$ cat config.mk
export PLATFORM = sky130hd
export DESIGN_NAME = muldiv_unit
export DESIGN_NICKNAME = d
export VERILOG_FILES = /design/src/rtl/muldiv_unit.sv
export SDC_FILE = /design/constraint.sdc
export NUM_CORES = 2
export LEC_CHECK = 0
export CAP_MARGIN = 40
export CORE_MARGIN = 8
export CORE_UTILIZATION = 43
export CTS_BUF_LIST = sky130_fd_sc_hd__clkbuf_16
export DETAILED_ROUTE_END_ITERATION = 8
export PLACE_DENSITY = 0.58
export SLEW_MARGIN = 20
export SYNTH_ARGS = -nofsm -noshare
export SYNTH_HDL_FRONTEND = slang
export SYNTH_SLANG_ARGS = --single-unit
export TNS_END_PERCENT = 20
$ cat constraint.sdc
create_clock -name clk -period 14.7 [get_ports clk]
set_input_delay 2.94 -clock clk [delete_from_list [all_inputs] [get_ports clk]]
set_output_delay 2.94 -clock clk [all_outputs]
set_load 0.005 [all_outputs]
$ cat src/rtl/muldiv_unit.sv
// Multiply / multiply-accumulate / restoring-divide unit with a single operation in flight.
// Multiply family completes after MUL_LAT cycles, division after WIDTH+1 cycles (1 on divide-by-zero).
module muldiv_unit #(
  parameter int WIDTH   = 32,
  parameter int MUL_LAT = 2
) (
  input  logic             clk,
  input  logic             rst,
  input  logic             start,
  input  logic [2:0]       op,
  input  logic [WIDTH-1:0] opa,
  input  logic [WIDTH-1:0] opb,
  input  logic [WIDTH-1:0] acc_hi,
  input  logic [WIDTH-1:0] acc_lo,
  input  logic             cancel,
  output logic             busy,
  output logic             done,
  output logic [WIDTH-1:0] hi_o,
  output logic [WIDTH-1:0] lo_o,
  output logic             div_by_zero
);

  typedef enum logic [1:0] {IDLE, MUL, DIV, FIX} state_t;

  localparam logic [6:0] MUL_DONE = 7'(MUL_LAT - 1);
  localparam logic [6:0] MUL_END  = 7'(MUL_LAT);
  localparam logic [6:0] DIV_LAST = 7'(WIDTH - 1);

  state_t     state;
  logic [6:0] cnt;

  function automatic logic [WIDTH-1:0] sign_fix(input logic [WIDTH-1:0] mag, input logic neg);
    return neg ? -mag : mag;
  endfunction

  // Operand decode and the combinational multiply/accumulate result
  logic                   is_signed;
  logic                   is_div;
  logic                   b_zero;
  logic                   a_neg;
  logic                   b_neg;
  logic [WIDTH-1:0]       a_mag;
  logic [WIDTH-1:0]       b_mag;
  logic signed [2*WIDTH-1:0] a_ext;
  logic signed [2*WIDTH-1:0] b_ext;
  logic signed [2*WIDTH-1:0] prod;
  logic signed [2*WIDTH-1:0] acc_full;
  logic signed [2*WIDTH-1:0] mul_res;

  always_comb begin
    is_signed = ~op[0];
    is_div    = (op[2:1] == 2'b01);
    b_zero    = (opb == '0);
    a_neg     = is_signed & opa[WIDTH-1];
    b_neg     = is_signed & opb[WIDTH-1];
    a_mag     = a_neg ? -opa : opa;
    b_mag     = b_neg ? -opb : opb;
    a_ext     = is_signed ? {{WIDTH{opa[WIDTH-1]}}, opa} : {{WIDTH{1'b0}}, opa};
    b_ext     = is_signed ? {{WIDTH{opb[WIDTH-1]}}, opb} : {{WIDTH{1'b0}}, opb};
    prod      = a_ext * b_ext;
    acc_full  = {acc_hi, acc_lo};
    if (!op[2]) begin
      mul_res = prod;
    end else if (op[1]) begin
      mul_res = acc_full - prod;
    end else begin
      mul_res = acc_full + prod;
    end
  end

  // Stage p0: operands captured at accept, iterated in place while dividing
  logic signed [2*WIDTH-1:0] mul_res_p0;
  logic [WIDTH-1:0]          rem_p0;
  logic [WIDTH-1:0]          quo_p0;
  logic [WIDTH-1:0]          dvs_p0;
  logic                      neg_q_p0;
  logic                      neg_r_p0;

  logic [WIDTH:0]   shifted;
  logic             take;
  logic [WIDTH-1:0] rem_nx;
  logic [WIDTH-1:0] quo_nx;

  // One restoring step: shift next dividend bit in, subtract divisor if it fits
  always_comb begin
    shifted = {rem_p0, quo_p0[WIDTH-1]};
    take    = (shifted >= {1'b0, dvs_p0});
    rem_nx  = take ? WIDTH'(shifted - {1'b0, dvs_p0}) : shifted[WIDTH-1:0];
    quo_nx  = {quo_p0[WIDTH-2:0], take};
  end

  always_ff @(posedge clk) begin
    if (state == IDLE && start) begin
      mul_res_p0 <= mul_res;
      rem_p0     <= '0;
      quo_p0     <= a_mag;
      dvs_p0     <= b_mag;
      neg_q_p0   <= a_neg ^ b_neg;
      neg_r_p0   <= a_neg;
    end else if (state == DIV) begin
      rem_p0 <= rem_nx;
      quo_p0 <= quo_nx;
    end
  end

  // Control and registered results
  always_ff @(posedge clk) begin
    if (rst) begin
      state       <= IDLE;
      cnt         <= '0;
      done        <= 1'b0;
      div_by_zero <= 1'b0;
      hi_o        <= '0;
      lo_o        <= '0;
    end else begin
      done        <= 1'b0;
      div_by_zero <= 1'b0;
      case (state)
        IDLE: begin
          if (start && !cancel) begin
            if (is_div) begin
              if (b_zero) begin
                state       <= FIX;
                done        <= 1'b1;
                div_by_zero <= 1'b1;
                hi_o        <= opa;
                lo_o        <= '1;
              end else begin
                state <= DIV;
                cnt   <= '0;
              end
            end else begin
              state <= MUL;
              cnt   <= 7'd1;
              if (MUL_LAT == 1) begin
                done         <= 1'b1;
                {hi_o, lo_o} <= mul_res;
              end
            end
          end
        end
        MUL: begin
          if (cancel || cnt == MUL_END) begin
            state <= IDLE;
          end else begin
            if (cnt == MUL_DONE) begin
              done         <= 1'b1;
              {hi_o, lo_o} <= mul_res_p0;
            end
            cnt <= cnt + 7'd1;
          end
        end
        DIV: begin
          if (cancel) begin
            state <= IDLE;
          end else if (cnt == DIV_LAST) begin
            state <= FIX;
            done  <= 1'b1;
            hi_o  <= sign_fix(rem_nx, neg_r_p0);
            lo_o  <= sign_fix(quo_nx, neg_q_p0);
          end else begin
            cnt <= cnt + 7'd1;
          end
        end
        FIX: begin
          state <= IDLE;
        end
        default: begin
          state <= IDLE;
        end
      endcase
    end
  end

  assign busy = (state != IDLE);

endmodule

---- Yosys cells after proc, flatten, opt, wreduce, memory -nomap -nowiden ----
Cells that the tools add are included.
word-level totals
  register bits ........................... 237
  input bits .............................. 135
  output and inout port bits .............. 67
  logic and storage cells ................. 107
cells by class
  add/sub/neg operators ................... 8
  multiply operators ...................... 1
  magnitude comparators ................... 1
  equal/unequal tests ..................... 18
  mux-type cells .......................... 49
  bitwise logic cells ..................... 5
  reductions and logical operators ........ 13
operator list
  operator                                        number
  2-to-1 mux 32 bit                               21
  2-to-1 mux 64 bit                               4
  case mux 32 bit (3 select lines)                2
  negation 32 bit                                 4
  adder 64 bit                                    1
  multiplier 64 x 64 -> 64 bit                    1
  subtractor 64 bit                               1
  2-to-1 mux 7 bit                                6
  >= comparator 33 x 32 -> 1 bit                  1
  logical NOT 32 bit                              1
  subtractor 32 bit                               1
  case mux 7 bit (3 select lines)                 1
  != test 2 bit (second input constant)           7
  2-to-1 mux 2 bit                                5
  2-to-1 mux 1 bit                                8
  case mux 2 bit (4 select lines)                 1
  AND reduction 8 bit                             1
  adder 7 x 1 -> 7 bit (second input constant)    1
  == test 7 x 1 -> 1 bit (second input constant)  1
  == test 7 x 2 -> 1 bit (second input constant)  1
  == test 7 x 5 -> 1 bit (second input constant)  1
  AND reduction 6 bit                             1
  == test 2 x 1 -> 1 bit (second input constant)  2
  == test 2 bit (second input constant)           2
  other kinds (15)                                20

---- Longest topological paths before layout ----
  depth after elaboration ................. 7
  mapped depth ............................ 52
  mapped depth without buffers ............ 48

---- Worst setup path after synthesis ----
No wires, ideal clock.
  kind .................................... input port to flip-flop
  start point ............................. input port opa[31]
  end point ............................... register mul_res_p0[56] (data pin)
  setup time .............................. 256 ps
  data arrival time ....................... 14587 ps
  required time ........................... 14444 ps
  slack ................................... -142 ps
  cell stages on the path ................. 47
  buffers on the path ..................... 4
  cell sequence ........................... clkbuf_1 > nand2b_1 > inv_1 > clkbuf_1 > clkbuf_1 > nand2_1 > inv_1 > fa_1 > fa_1 > fa_1 > fa_1 > fa_1 > inv_1 > fa_1 > inv_1 > fa_1 > fa_1 > fa_1 > [... 11 more ...] > nand4b_1 > nor2_1 > a31oi_1 > xor2_1 > ha_1 > a21oi_1 > o21ai_0 > a21o_1 > a21o_1 > a21o_1 > a21o_1 > a21o_1 > a21o_1 > a41oi_1 > nor2_1 > o21a_1 > or3_1 > a31o_2
on the way
  longest elaborated chain between the ends .. 5
  elaborated cells on any way between the ends .. 6
  those cells by class .................... add/sub (2); mul (1); mux (3)
ends and longest elaborated chain
  what                                                      RTL line  RTL
  start: declaration                                        11        input logic [WIDTH-1:0] opa,
  2-to-1 mux 64 bit *                                       58        a_ext = is_signed ? {{WIDTH{opa[WIDTH-1]}}, opa} : {{WIDTH{1'b0}}, opa};
  multiplier 64 x 64 -> 64 bit *                            60        prod = a_ext * b_ext;
  adder 64 bit / subtractor 64 bit (equally long branches)  67, 65
  2-to-1 mux 64 bit                                         64        end else if (op[1]) begin
  2-to-1 mux 64 bit *                                       62        if (!op[2]) begin
  net mul_res[56]                                           48        logic signed [2*WIDTH-1:0] mul_res;
  end signal: assignment                                    94        mul_res_p0 <= mul_res;
  end: declaration                                          72        logic signed [2*WIDTH-1:0] mul_res_p0;
Mark *: on every way through the listed nets, which the timed path passes. The rest lies on a longest branch.
A chain may end at the register's enable or synchronous reset.

---- Final worst setup path ----
  start point ............................. input port opb[1]
  end point ............................... register mul_res_p0[62] (data pin)
on the way
  longest elaborated chain between the ends .. 5
  elaborated cells on any way between the ends .. 6
  those cells by class .................... add/sub (2); mul (1); mux (3)
ends and longest elaborated chain
  what                                                      RTL line  RTL
  start: declaration                                        12        input logic [WIDTH-1:0] opb,
  2-to-1 mux 64 bit *                                       59        b_ext = is_signed ? {{WIDTH{opb[WIDTH-1]}}, opb} : {{WIDTH{1'b0}}, opb};
  multiplier 64 x 64 -> 64 bit *                            60
  adder 64 bit / subtractor 64 bit (equally long branches)  67, 65
  2-to-1 mux 64 bit                                         64
  2-to-1 mux 64 bit *                                       62
  net mul_res[62]                                           48
Marked as above.

==> results by group <==
Outcome
  – Outcome: completed

Clock tree
  – Clk buf depth: 3
  – CTS Buf Count: 21
  – Reg clk slew, reported paths: 0.07 ns
  – H-tree levels: 1
  – Worst-Skew Late Latency: 0.56 ns
  – Hold Buf Count CTS: 0
  – CTS tree: yes
  – Root Buffer: clkbuf_16
  – CTS Sinks: 237

Timing
  – Max-slew violations: 0
  – Clock Skews: 0.0393 ns
  – Final cycle utilization of the critical path: 0.970
  – Slew headroom: 0.446
  – Worst hold slack: 0.461 ns
  – Endpoints failing setup: 0
  – Fin. Hold Viols: 0
  – Setup TNS: 0 ns
  – Worst-Margin Slew: 0.831 ns
  – Fmax: 70.1 MHz
  – Fin crit period: 14.26 ns
  – Final critical-path setup slack: 0.439 ns

Synthesis
  – Yosys top cell by area: fa_1
  – Seq cells post-synth: 237
  – Syn avg cell area: 8.98 sq um
  – Most frequent cell after synthesis: inv_1
  – Synth area leaders: fa_1, inv_1, ha_1
  – Commonest cells in the netlist: inv_1, fa_1, nand2_1
  – Post-synth EDFFs: 130
  – Synth Cell Area: 0.0687 sq mm
  – Syn. warnings: 0
  – Post-synth ARST share: 0
  – Ys flop type: edfxtp_1
  – Synth top area share: 0.419
  – Post-synth cell types: 101
  – Register area share after synthesis: 0.0880
  – Gate Count Post-Synth: 7653
  – Syn Nets: 9670

Placement
  – Post-DP Area: 0.0792 sq mm
  – Final GP Congestion: 0.962
  – Dpl hpwl: 215 mm
  – Port-buffer cells: 201
  – Post-place setup slack: -0.538 ns

GRT
  – Global-route wire length before repair: 381 mm
  – Number of global-route vias before repair: 60400
  – Total track usage: 0.288
  – Antenna violations before repair: 13
  – Largest net degree at the start of global routing: 70
  – Overflow after GRT: 0

Routing
  – WL/cell: 23.9 um
  – Vias after detailed routing: 56400
  – Remaining antenna violation count after routing: 0
  – Iter 0 DRT Violations: 4409
  – DRT Wirelength: 251 mm
  – Drt pass-1 iters: 8
  – Via density: 5.37
  – Post-route DRC violation count: 0

Finish
  – P&R area growth vs syn: 17.3%
  – Fillers: 15100
  – Layout cells sized above 1: 0.139
  – Fin area: 0.0806 sq mm
  – Final net count: 10400

Worst setup path
  – CP Class: input pin to flip-flop
  – CP max stage cell: fa_1
  – WP data arrival: 14.56 ns
  – R2r setup slk: 8.54 ns
  – Worst Path Max Fanout: 12
  – Worst r2r dst: hi_o[30]
  – CP Launch Type: input pin
  – Crit. End Element: flip-flop
  – Cells on worst reg2reg path: 21
  – Worst Setup SP: opb[1]
  – Critical path required time: 15.00 ns
  – Worst reg2reg startpoint: dvs_p0[21]
  – Slowest stage delay, CP: 0.59 ns
  – Worst Setup EP: mul_res_p0[62]

Worst hold path
  – Hold WC Path Type: flip-flop to flip-flop

Floorplan
  – Num rows: 146
  – # IOs: 202
  – Starting density of the core: 0.434
  – Core ar.: 0.159 sq mm
  – Die footprint: 0.173 sq mm
  – Die width: 416 um
  – DIE HEIGHT: 416 um

Job
  – Max_cap viols: 0
cell usage in the layout (no fill, tap or decap), types with 19 or more instances in the layout:
master,instances
a221oi_1,32
nor4_1,33
buf_12,53
a211oi_1,50
o31ai_1,32
buf_2,35
nand3_1,58
edfxtp_1,130
a21o_1,93
and2_1,608
a21oi_1,239
clkbuf_16,23
xor2_1,103
nor2_1,289
o21a_1,33
o211ai_1,27
buf_4,861
o41ai_1,19
nor3_1,101
o21ai_0,197
fa_1,1427
or3_1,39
inv_1,1624
xnor2_1,225
ha_1,434
clkdlybuf4s50_1,162
nand2_1,777
nor2b_1,21
nand4_1,30
dfxtp_1,107
nand2b_1,26
a31oi_1,47
and3_1,28
mux2i_1,30
worst max-delay path: cells and delay by family:
family          cells  cell delay [ns]
compound gates     12             2.28
xor+xnor            2             0.29
fa+ha+maj          12             5.18
buf+inv            10             1.68
mux                 1             0.26
simple gates        8             1.87
cells by family (layout without fill, tap and decap cells):
family / Yosys count / after routing / synth area share
buffers and inverters: 2025 / 2789 / 0.111
adders and majority gates: 1882 / 1882 / 0.499
other: 0 / 7 / 0
muxes: 47 / 47 / 0.00715
and+or+nand+nor: 2126 / 2126 / 0.154
AOI/OAI and AO/OA: 1007 / 1007 / 0.0983
DFF: 237 / 237 / 0.0880
xor gates and xnor gates: 329 / 329 / 0.0419
sequential cells by signal (all words and copies together), names as in the netlist:
| name | cells |
|---|---|
| rem_p0 | 32 |
| div_by_zero | 1 |
| cnt | 7 |
| done | 1 |
| mul_res_p0 | 64 |
| state | 2 |
| dvs_p0 | 32 |
| neg_q_p0 | 1 |
| quo_p0 | 32 |
| hi_o | 32 |
| lo_o | 32 |
| neg_r_p0 | 1 |
how the worst min path moves through the flow:
stage / start / end / slack, ns / depth (start not counted)
5_1_grt: hi_o[5] / hi_o[5] / 0.49 / 2
3_3_place_gp: hi_o[6] / hi_o[6] / 0.44 / 2
2_1_floorplan: hi_o[15] / hi_o[15] / 0.45 / 2
4_1_cts: hi_o[6] / hi_o[6] / 0.47 / 2
3_5_place_dp: hi_o[9] / hi_o[9] / 0.45 / 2
6_report: hi_o[6] / hi_o[6] / 0.46 / 2
repair_timing:
| item | 4_1_cts | 5_1_grt |
|---|---|---|
| setup endpoints to repair | 0 | 12 |
| buffers inserted | 0 | 11 |
| gates resized for setup | 0 | 118 |
| endpoints found under the hold margin | 0 | 0 |
per-stage QoR:
| stage | utilization | std cells |
|---|---|---|
| after floorplan | - | 7653 |
| after global placement | 0.499 | 10400 |
| after detailed placement | 0.499 | 10400 |
| after CTS | 0.504 | 10500 |
| after global routing | 0.508 | 10500 |
| final | 0.508 | 10500 |
metal layers:
layer	part of all wire	wire length, um	track usage
met4	0.033	8160	0.0731
met1	0.42	107000	0.396
met5	0	0	0
met3	0.077	19400	0.0416
met2	0.47	117000	0.479
cell type report:
class                           count  area, sq um  share of cell area
Sequential cell                   237         6050              0.0750
Multi-Input combinational cell   5391        55600               0.690
Timing Repair Buffer             1125         9540               0.118
Inverter                         1626         6110              0.0758
Clock buffer                       21          526             0.00652
Clock inverter                     17          155             0.00192
Antenna cell                        7         17.5            0.000217
Tap cell                         2072         2590              0.0322
Power is not shown: default switching activity piles up to over one toggle a cycle in this logic, so the estimate is an artifact.
